==> config.mk <==
export PLATFORM = sky130hd
export DESIGN_NAME = ss_step_ctrl_flat
export DESIGN_NICKNAME = d
export VERILOG_FILES = /design/src/rtl/ss_pkg.sv /design/src/rtl/ss_step_ctrl_if.sv /design/src/rtl/ss_debounce.sv /design/src/rtl/ss_step_ctrl.sv /design/src/flat_wrapper.sv
export SDC_FILE = /design/constraint.sdc
export NUM_CORES = 1
export LEC_CHECK = 0
export CAP_MARGIN = 0
export CORE_AREA = 2 2 49 55
export CTS_CLUSTER_DIAMETER = 200
export CTS_CLUSTER_SIZE = 12
export DETAILED_ROUTE_END_ITERATION = 10
export DIE_AREA = 0 0 51 57
export GPL_TIMING_DRIVEN = 0
export PLACE_DENSITY_LB_ADDON = 0.25
export SYNTH_ARGS = -nofsm -noshare
export SYNTH_HDL_FRONTEND = slang
export SYNTH_SLANG_ARGS = --single-unit
==> constraint.sdc <==
create_clock -name phi2 -period 2.2 [get_ports phi2]
set_clock_uncertainty 0.2 [all_clocks]
set_input_delay 0.44 -clock phi2 [delete_from_list [all_inputs] [get_ports phi2]]
set_output_delay 0.44 -clock phi2 [all_outputs]
set_load 0.01 [all_outputs]
==> src/rtl/ss_pkg.sv <==
// Shared types and constants for the 6502 single-step controller.
package ss_pkg;

  typedef enum logic [1:0] {
    ST_RUN  = 2'd0,
    ST_STOP = 2'd1,
    ST_HALT = 2'd2,
    ST_STEP = 2'd3
  } ss_state_e;

  localparam logic [1:0] MODE_CYC1  = 2'b00;
  localparam logic [1:0] MODE_INST1 = 2'b01;
  localparam logic [1:0] MODE_CYCN  = 2'b10;
  localparam logic [1:0] MODE_INSTN = 2'b11;

  // Instruction modes count SYNC boundaries rather than clocks.
  function automatic logic is_inst_mode(input logic [1:0] m);
    return (m == MODE_INST1) || (m == MODE_INSTN);
  endfunction

endpackage

==> src/rtl/ss_step_ctrl_if.sv <==
// Front-panel / CPU-bus signals of the single-step controller.
interface ss_step_ctrl_if #(
  parameter int unsigned CNT_W = 8
);
  logic             ss_en;
  logic             step_btn;
  logic [1:0]       mode;
  logic [CNT_W-1:0] step_count;
  logic             sync;
  logic             rw;
  logic             rdy;
  logic             halted;
  logic             busy;
  logic             wr_hold;
  logic             step_done;
  logic [CNT_W-1:0] remaining;

  modport master (
    output ss_en, step_btn, mode, step_count, sync, rw,
    input  rdy, halted, busy, wr_hold, step_done, remaining
  );

  modport slave (
    input  ss_en, step_btn, mode, step_count, sync, rw,
    output rdy, halted, busy, wr_hold, step_done, remaining
  );
endinterface

==> src/rtl/ss_debounce.sv <==
// Button synchroniser and debouncer; emits a one-clock pulse on each debounced press.
module ss_debounce #(
  parameter int unsigned DEBOUNCE_CYCLES = 4
) (
  input  logic phi2,
  input  logic rst,
  input  logic btn,
  output logic step_pulse
);

  localparam int unsigned CW = (DEBOUNCE_CYCLES > 1) ? $clog2(DEBOUNCE_CYCLES) : 1;

  logic          sync1_q, sync2_q;
  logic          level_q, level_d;
  logic          pulse_q, pulse_d;
  logic [CW-1:0] cnt_q, cnt_d;

  always_comb begin
    level_d = level_q;
    cnt_d   = '0;
    pulse_d = 1'b0;
    // Level flips only after DEBOUNCE_CYCLES consecutive disagreeing samples.
    if (sync2_q != level_q) begin
      if (cnt_q == CW'(DEBOUNCE_CYCLES - 1)) begin
        level_d = sync2_q;
        pulse_d = sync2_q;
      end else begin
        cnt_d = cnt_q + CW'(1);
      end
    end
  end

  always_ff @(posedge phi2) begin
    if (rst) begin
      sync1_q <= 1'b0;
      sync2_q <= 1'b0;
      level_q <= 1'b0;
      pulse_q <= 1'b0;
      cnt_q   <= '0;
    end else begin
      sync1_q <= btn;
      sync2_q <= sync1_q;
      level_q <= level_d;
      pulse_q <= pulse_d;
      cnt_q   <= cnt_d;
    end
  end

  assign step_pulse = pulse_q;

endmodule

==> src/rtl/ss_step_ctrl.sv <==
// Single-step controller: drives 6502 RDY for free-run, cycle and instruction stepping.
module ss_step_ctrl
  import ss_pkg::*;
#(
  parameter int unsigned DEBOUNCE_CYCLES = 4,
  parameter int unsigned CNT_W           = 8
) (
  input logic          phi2,
  input logic          rst,
  ss_step_ctrl_if.slave bus
);

  ss_state_e        state_q, state_d;
  logic [1:0]       mode_q, mode_d;
  logic [CNT_W-1:0] rem_q, rem_d;
  logic             first_q, first_d;
  logic             done_q, done_d;
  logic             step_pulse;
  logic             inst_mode;
  logic             boundary;
  logic             last_step;

  ss_debounce #(
    .DEBOUNCE_CYCLES(DEBOUNCE_CYCLES)
  ) u_debounce (
    .phi2      (phi2),
    .rst       (rst),
    .btn       (bus.step_btn),
    .step_pulse(step_pulse)
  );

  assign inst_mode = is_inst_mode(mode_q);
  assign boundary  = (state_q == ST_STEP) && inst_mode && bus.sync && !first_q;
  assign last_step = (rem_q <= CNT_W'(1));

  always_ff @(posedge phi2) begin
    if (rst) begin
      state_q <= ST_RUN;
      mode_q  <= MODE_CYC1;
      rem_q   <= '0;
      first_q <= 1'b0;
      done_q  <= 1'b0;
    end else begin
      state_q <= state_d;
      mode_q  <= mode_d;
      rem_q   <= rem_d;
      first_q <= first_d;
      done_q  <= done_d;
    end
  end

  always_comb begin
    state_d = state_q;
    mode_d  = mode_q;
    rem_d   = rem_q;
    first_d = first_q;
    done_d  = 1'b0;
    if (!bus.ss_en) begin
      state_d = ST_RUN;
      rem_d   = '0;
      first_d = 1'b0;
    end else begin
      unique case (state_q)
        ST_RUN: state_d = ST_STOP;
        // Only a read cycle can be frozen; writes ignore RDY.
        ST_STOP: begin
          if (bus.rw) begin
            state_d = ST_HALT;
            done_d  = 1'b1;
          end
        end
        ST_HALT: begin
          if (step_pulse) begin
            mode_d  = bus.mode;
            first_d = 1'b1;
            state_d = ST_STEP;
            if (bus.mode == MODE_CYCN || bus.mode == MODE_INSTN) begin
              rem_d = (bus.step_count == '0) ? CNT_W'(1) : bus.step_count;
            end else begin
              rem_d = CNT_W'(1);
            end
          end
        end
        ST_STEP: begin
          first_d = 1'b0;
          if (!inst_mode) begin
            rem_d = last_step ? '0 : rem_q - CNT_W'(1);
            if (last_step) state_d = ST_STOP;
          end else if (boundary) begin
            rem_d = last_step ? '0 : rem_q - CNT_W'(1);
            if (last_step) begin
              state_d = ST_HALT;
              done_d  = 1'b1;
            end
          end
        end
        default: state_d = ST_RUN;
      endcase
    end
  end

  always_comb begin
    bus.rdy = 1'b1;
    unique case (state_q)
      ST_RUN:  bus.rdy = 1'b1;
      // Terminating SYNC is frozen in the same cycle it appears.
      ST_STEP: bus.rdy = !(boundary && last_step);
      ST_STOP: bus.rdy = !bus.rw;
      ST_HALT: bus.rdy = 1'b0;
      default: bus.rdy = 1'b1;
    endcase
  end

  assign bus.halted    = (state_q == ST_HALT);
  assign bus.busy      = (state_q == ST_STEP) || (state_q == ST_STOP);
  assign bus.wr_hold   = (state_q == ST_STOP) && !bus.rw;
  assign bus.step_done = done_q;
  assign bus.remaining = rem_q;

endmodule

==> src/flat_wrapper.sv <==
// flat-port wrapper written by rule: the top's interface ports become plain ports
module ss_step_ctrl_flat import ss_pkg::*;
#(
  parameter int unsigned DEBOUNCE_CYCLES = 4,
  parameter int unsigned CNT_W           = 8
)
  (phi2, rst, bus_ss_en, bus_step_btn, bus_mode, bus_step_count, bus_sync, bus_rw, bus_rdy, bus_halted, bus_busy, bus_wr_hold, bus_step_done, bus_remaining);
  ss_step_ctrl_if #(.CNT_W(CNT_W)) bus_i ();
  input logic phi2;
  input logic rst;
  input wire logic [$bits(bus_i.ss_en)-1:0] bus_ss_en;
  input wire logic [$bits(bus_i.step_btn)-1:0] bus_step_btn;
  input wire logic [$bits(bus_i.mode)-1:0] bus_mode;
  input wire logic [$bits(bus_i.step_count)-1:0] bus_step_count;
  input wire logic [$bits(bus_i.sync)-1:0] bus_sync;
  input wire logic [$bits(bus_i.rw)-1:0] bus_rw;
  output wire logic [$bits(bus_i.rdy)-1:0] bus_rdy;
  output wire logic [$bits(bus_i.halted)-1:0] bus_halted;
  output wire logic [$bits(bus_i.busy)-1:0] bus_busy;
  output wire logic [$bits(bus_i.wr_hold)-1:0] bus_wr_hold;
  output wire logic [$bits(bus_i.step_done)-1:0] bus_step_done;
  output wire logic [$bits(bus_i.remaining)-1:0] bus_remaining;
  assign bus_i.ss_en = bus_ss_en;
  assign bus_i.step_btn = bus_step_btn;
  assign bus_i.mode = bus_mode;
  assign bus_i.step_count = bus_step_count;
  assign bus_i.sync = bus_sync;
  assign bus_i.rw = bus_rw;
  assign bus_rdy = bus_i.rdy;
  assign bus_halted = bus_i.halted;
  assign bus_busy = bus_i.busy;
  assign bus_wr_hold = bus_i.wr_hold;
  assign bus_step_done = bus_i.step_done;
  assign bus_remaining = bus_i.remaining;
  ss_step_ctrl #(.DEBOUNCE_CYCLES(DEBOUNCE_CYCLES), .CNT_W(CNT_W)) u_core (.phi2(phi2), .rst(rst), .bus(bus_i));
endmodule
Word level (Yosys, flattened, before mapping). Cells that the tools add are included.

Bitwise operators: 3. $lt $le $gt $ge: 1. Reductions and logical operators: 22. Eq/ne operators: 14. Muxes and demuxes: 22. Add/subtract/negate cells: 2.

Operators by type and width (count): 8-bit 2-to-1 mux (6); 8-bit one-hot mux with 2 select lines (1); 2-bit equality test (second input constant) (6); 2-bit 2-to-1 mux (6); 8-bit by 1-bit <= comparator with 1-bit output (second input constant) (1); 8-bit logical NOT (1); 2-bit one-hot mux with 4 select lines (1); 8-bit by 1-bit subtractor with 8-bit output (second input constant) (1); 3-bit inequality test (second input constant) (2); 3-bit AND reduction (2); 3-bit OR reduction (2); 1-bit logical AND (5); 1-bit 2-to-1 mux (5); 5-bit AND reduction (1); 2-bit by 1-bit equality test with 1-bit output (second input constant) (2); 1-bit one-hot mux with 2 select lines (2); 1-bit one-hot mux with 4 select lines (1); 2-bit AND reduction (2); 1-bit logical NOT (3); 1-bit logical OR (3); 3-bit by 1-bit inequality test with 1-bit output (second input constant) (1); 1-bit inverter (3); 2-bit by 1-bit adder with 2-bit output (second input constant) (1); 2-bit logical NOT (1); other kinds (5) (5).

Output and inout bits: 13. Word-level logic and storage cells: 74. Bits of input ports: 16. Flip-flop bits (word level): 20.

Logic depth before layout (Yosys ltp).
Depth after elaboration: 8. Depth in mapped cells: 6. Gate-level depth less buffers: 6.

By module. A second synthesis with hierarchy kept.

Cell total of the unflattened synthesis: 122. Area total of the unflattened synthesis: 1058.5 um^2.

Modules (own cells, without submodules): ss_step_ctrl (area an instance 857.1 um^2, instances 1, cells each 107, seq. area each 260.2 um^2); ss_debounce (area an instance 201.4 um^2, instances 1, cells each 15, seq. area each 120.1 um^2).

Worst setup path before layout. No wires, ideal clock.

Path kind: register -> output. Start point: register u_core.rem_q[4], in the netlist u_core.bus.remaining[4]. End point: output port bus_rdy. Path slack: 0.007 ns. Required time: 1.560 ns. Buffers on the path: 0. Cell stages (with the launch flop): 5. Data arrival time: 1.553 ns. Cell sequence: dfxtp_1 -> or4_4 -> or3_4 -> o21ai_0 -> a21boi_0.

Word-level cells in the longest chain between the ends: 4.

Ends and longest elaborated chain: start: declaration (line ss_step_ctrl.sv:15) `logic [CNT_W-1:0] rem_q, rem_d;`; start signal: assignment (line ss_step_ctrl.sv:46) `rem_q <= rem_d;`; 8-bit by 1-bit <= comparator with 1-bit output (line ss_step_ctrl.sv:34) `assign last_step = (rem_q <= CNT_W'(1));`; 1-bit logical AND (line ss_step_ctrl.sv:107) `ST_STEP: bus.rdy = !(boundary && last_step);`; 1-bit logical NOT (line ss_step_ctrl.sv:107); 1-bit one-hot mux with 4 select lines (line ss_step_ctrl.sv:104) `unique case (state_q)`; end: declaration (line flat_wrapper.sv:17) `output wire logic [$bits(bus_i.rdy)-1:0] bus_rdy;`.

Every way passes these cells.

Final worst setup path. Same ends and word-level chain as after synthesis.

==> summary.md <==
| Metric | Value |
|---|---|
| Placed Area | `approximately 0.0014 sq mm` |
| GR Util All Layers | `around a fifth` |
| Sw frac | `about a quarter` |
| Initial core utilization | `between 40 and 50%` |
| H-tree levels | `1` |
| Fin. max-slew vios | `0` |
| Cts hold-fix bufs | `0` |
| Commonest non-fill, non-tap cells in the layout | `25 x clkdlybuf4s50_1, 15 x dfxtp_1, 9 x nor2_1` |
| Critical path fanouts, max | `2` |
| Root buf cell | `clkbuf_4` |
| Inserted Diodes | `0` |
| CTS sink count | `19` |
| Sequential power share | `57.8%` |
| Die height | `57 um` |
| Post-place setup slack | `-481.2 ps` |
| Post-synthesis sequential area ratio | `35.81%` |
| Pwr per Cell Area | `~420 mW/mm^2` |
| RSZ-0062 raised after global routing | `yes` |
| Crit start category | `flop` |
| Clk network pwr share | `a little under 30%` |
| Fin nets | `~180` |
| Asr flop ratio synth | `0%` |
| Status | `complete, but fails checks` |
| CP required | `approximately 1600 ps` |
| Antenna violations before repair | `0` |
| Syn. warnings | `0` |
| Critical Path End Type | `output pin` |
| Core area | `approximately 0.0024 sq mm` |
| Failing checks | `setup timing` |
| Initial DRT Pass Iterations | `4` |
| I/O pin count | `29` |
| Int Pwr | `roughly 460 uW` |
| Final setup viols | `4` |
| Yosys reg bits | `19` |
| FP Rows | `19` |
| Drt wl/cell | `about 14 um` |
| Fin Setup TNS | `-357.4 ps` |
| Final hold violation count | `0` |
| Largest net degree at the start of global routing | `13` |
| Drt total wl | `roughly 2700 um` |
| Post-synthesis cell count | `124` |
| Maxcap violations | `0` |
| Syn avg cell area | `8.567 sq um` |
| Final Cycle Share | `112.9%` |
| First-pass GRT wire length | `~4600 um` |
| Number of fill cells | `roughly 210` |
| Die area | `0.002907 sq mm` |
| Residual DRC | `0` |
| Final worst setup slack | `-283.7 ps` |
| Leakage | `~0.54 nW` |
| Skew-Pair Late Insertion Delay | `around 300 ps` |
| Max Fclk | `~400 MHz` |
| Minimum clock period | `between 2000 and 2500 ps` |
| Routed vias/inst | `5.700` |
| Synth Flop Type | `dfxtp_1` |
| Grt ovf | `0` |
| Worst hold-check path type | `flop to flop` |
| CTS tree | `built` |
| Sw power | `about 150 uW` |
| CTS clk-pin slew, worst paths | `100 ps` |
| Final core utilization | `between 60% and 70%` |
| Worst-margin pin slew | `between 700 and 800 ps` |
| Area growth from synthesis to layout | `36.40%` |
| DR vias | `~1100` |
| Vias in the first global route | `about 1100` |
| WP data arrival | `~1800 ps` |
| TritonCTS Buffers | `3` |
| Slew headroom | `between 40% and 50%` |
| GPL Wtd Cong | `~0.8` |
| Post-Syn Nets | `143` |
| Distinct cells, synth | `between 40 and 50` |
| Routed Antenna Nets | `0` |
| Die X | `between 50 and 60 um` |
| DP HPWL | `a little under 2000 um` |
| EDFF count, synth | `0` |
| Fin Hold WS | `229.7 ps` |
| Combinational share of power | `~12%` |
| Synthesized area | `0.001062 sq mm` |
| Peak VDD IR | `roughly 0.37 mV` |
| Port-buffer cells | `28` |
| Iter 0 DRT Violations | `29` |
| Final Cell Area | `between 0.001 and 0.0015 sq mm` |
| Commonest non-fill, non-tap cell in the layout | `clkdlybuf4s50_1` |
| Critical Setup Path Class | `flop to output pin` |
| Share of cells above drive strength 1 | `16.35%` |
| Clk buf depth | `2` |
final cells by class:
| cell class | count | area (sq um) | area share (%) |
|---|---|---|---|
| tap | 31 | 38.79 | 2.677 |
| inverter | 5 | 18.77 | 1.295 |
| multi-input combinational | 95 | 644.4 | 44.47 |
| sequential | 19 | 387.9 | 26.77 |
| timing repair buffer | 32 | 306.5 | 21.16 |
| clock buffer | 4 | 26.28 | 1.813 |
| buffer | 4 | 26.28 | 1.813 |
worst max-delay path, stage by stage, from the launching register on:
cell and delay, ps:
dfxtp_4 350, or4_4 530, or3_4 360, o21ai_2 110, a21boi_1 60, buf_2 130
power groups by stage:
stage,clock network (mW),logic [mW],registers [mW]
finish,0.181,0.0758,0.352
global route,0.197,0.0834,0.353
CTS,0.185,0.0751,0.352
detailed placement,0,0.0784,0.358
global placement,0,0.0776,0.358
floorplan,0,0.0326,0.358
layer usage:
layer | GRT usage (%) | vias to the layer above | wire (um)
met5 | 0 | - | 0
met4 | 10.04 | 0 | 66
met3 | 2.880 | 9 | 133
met2 | 36.55 | 41 | 1454
met1 | 23.43 | 507 | 1074
li1 | - | 526 | -
final timing paths:
check	startpoint	endpoint	slack, ps	cells past startpoint
setup / recovery	u_core.bus.remaining[4]	bus_rdy	-280	5
hold / removal	u_core.u_debounce.cnt_q[0]	u_core.u_debounce.cnt_q[0]	230	1
setup reg to reg	u_core.bus.remaining[4]	u_core.bus.remaining[4]	-30	5
hold reg to reg	u_core.u_debounce.cnt_q[0]	u_core.u_debounce.cnt_q[0]	230	1
timing repair:
item	CTS	global route
endpoints found under the setup margin	4	6
setup buffers	4	0
pin swaps	4	1
gates resized for setup	13	4
cells in the mapped netlist, drive strengths merged, types with 2 or more instances:
cell	number	area (sq um)
dfxtp	19	380.4
o21ai	11	55.05
nor2	10	37.54
a21oi	5	25.02
a32o	5	50.05
inv	5	18.77
nand2	5	18.77
nand2b	5	31.28
nand3	5	25.02
and2	4	25.02
clkbuf	4	25.02
mux2i	4	40.04
nor2b	4	25.02
nor3	4	20.02
ha	3	37.54
nor4	3	18.77
a21boi	2	15.01
a31oi	2	12.51
mux2	2	22.52
nand3b	2	15.01
o22ai	2	12.51
o31ai	2	20.02
or3	2	17.52
registers in the layout, indices dropped and copies added, names as in the netlist:
register                      flops
u_core.u_debounce.level_q         1
u_core.state_q                    2
u_core.u_debounce.sync2_q         1
u_core.first_q                    1
u_core.mode_q                     1
u_core.u_debounce.step_pulse      1
u_core.bus.step_done              1
u_core.u_debounce.sync1_q         1
u_core.bus.remaining              8
u_core.u_debounce.cnt_q           2
metrics by stage:
stage,power (mW),cells
floorplan,0.3906,124
global placement,0.4357,183
detailed placement,0.4368,183
CTS,0.6123,190
global route,0.6336,190
finish,0.6092,190
kinds of logic after synthesis:
group | Yosys count | synth area share [%]
AO/OA/AOI/OAI | 34 | 22.03
XOR/XNOR | 1 | 0.8247
adder cells (fa/ha/maj) | 3 | 3.534
buffers and inverters | 10 | 4.593
flip-flops | 19 | 35.81
multiplexers | 6 | 5.889
AND/OR/NAND/NOR | 51 | 27.33
No activity file was read; power rests on OpenSTA's default activity.
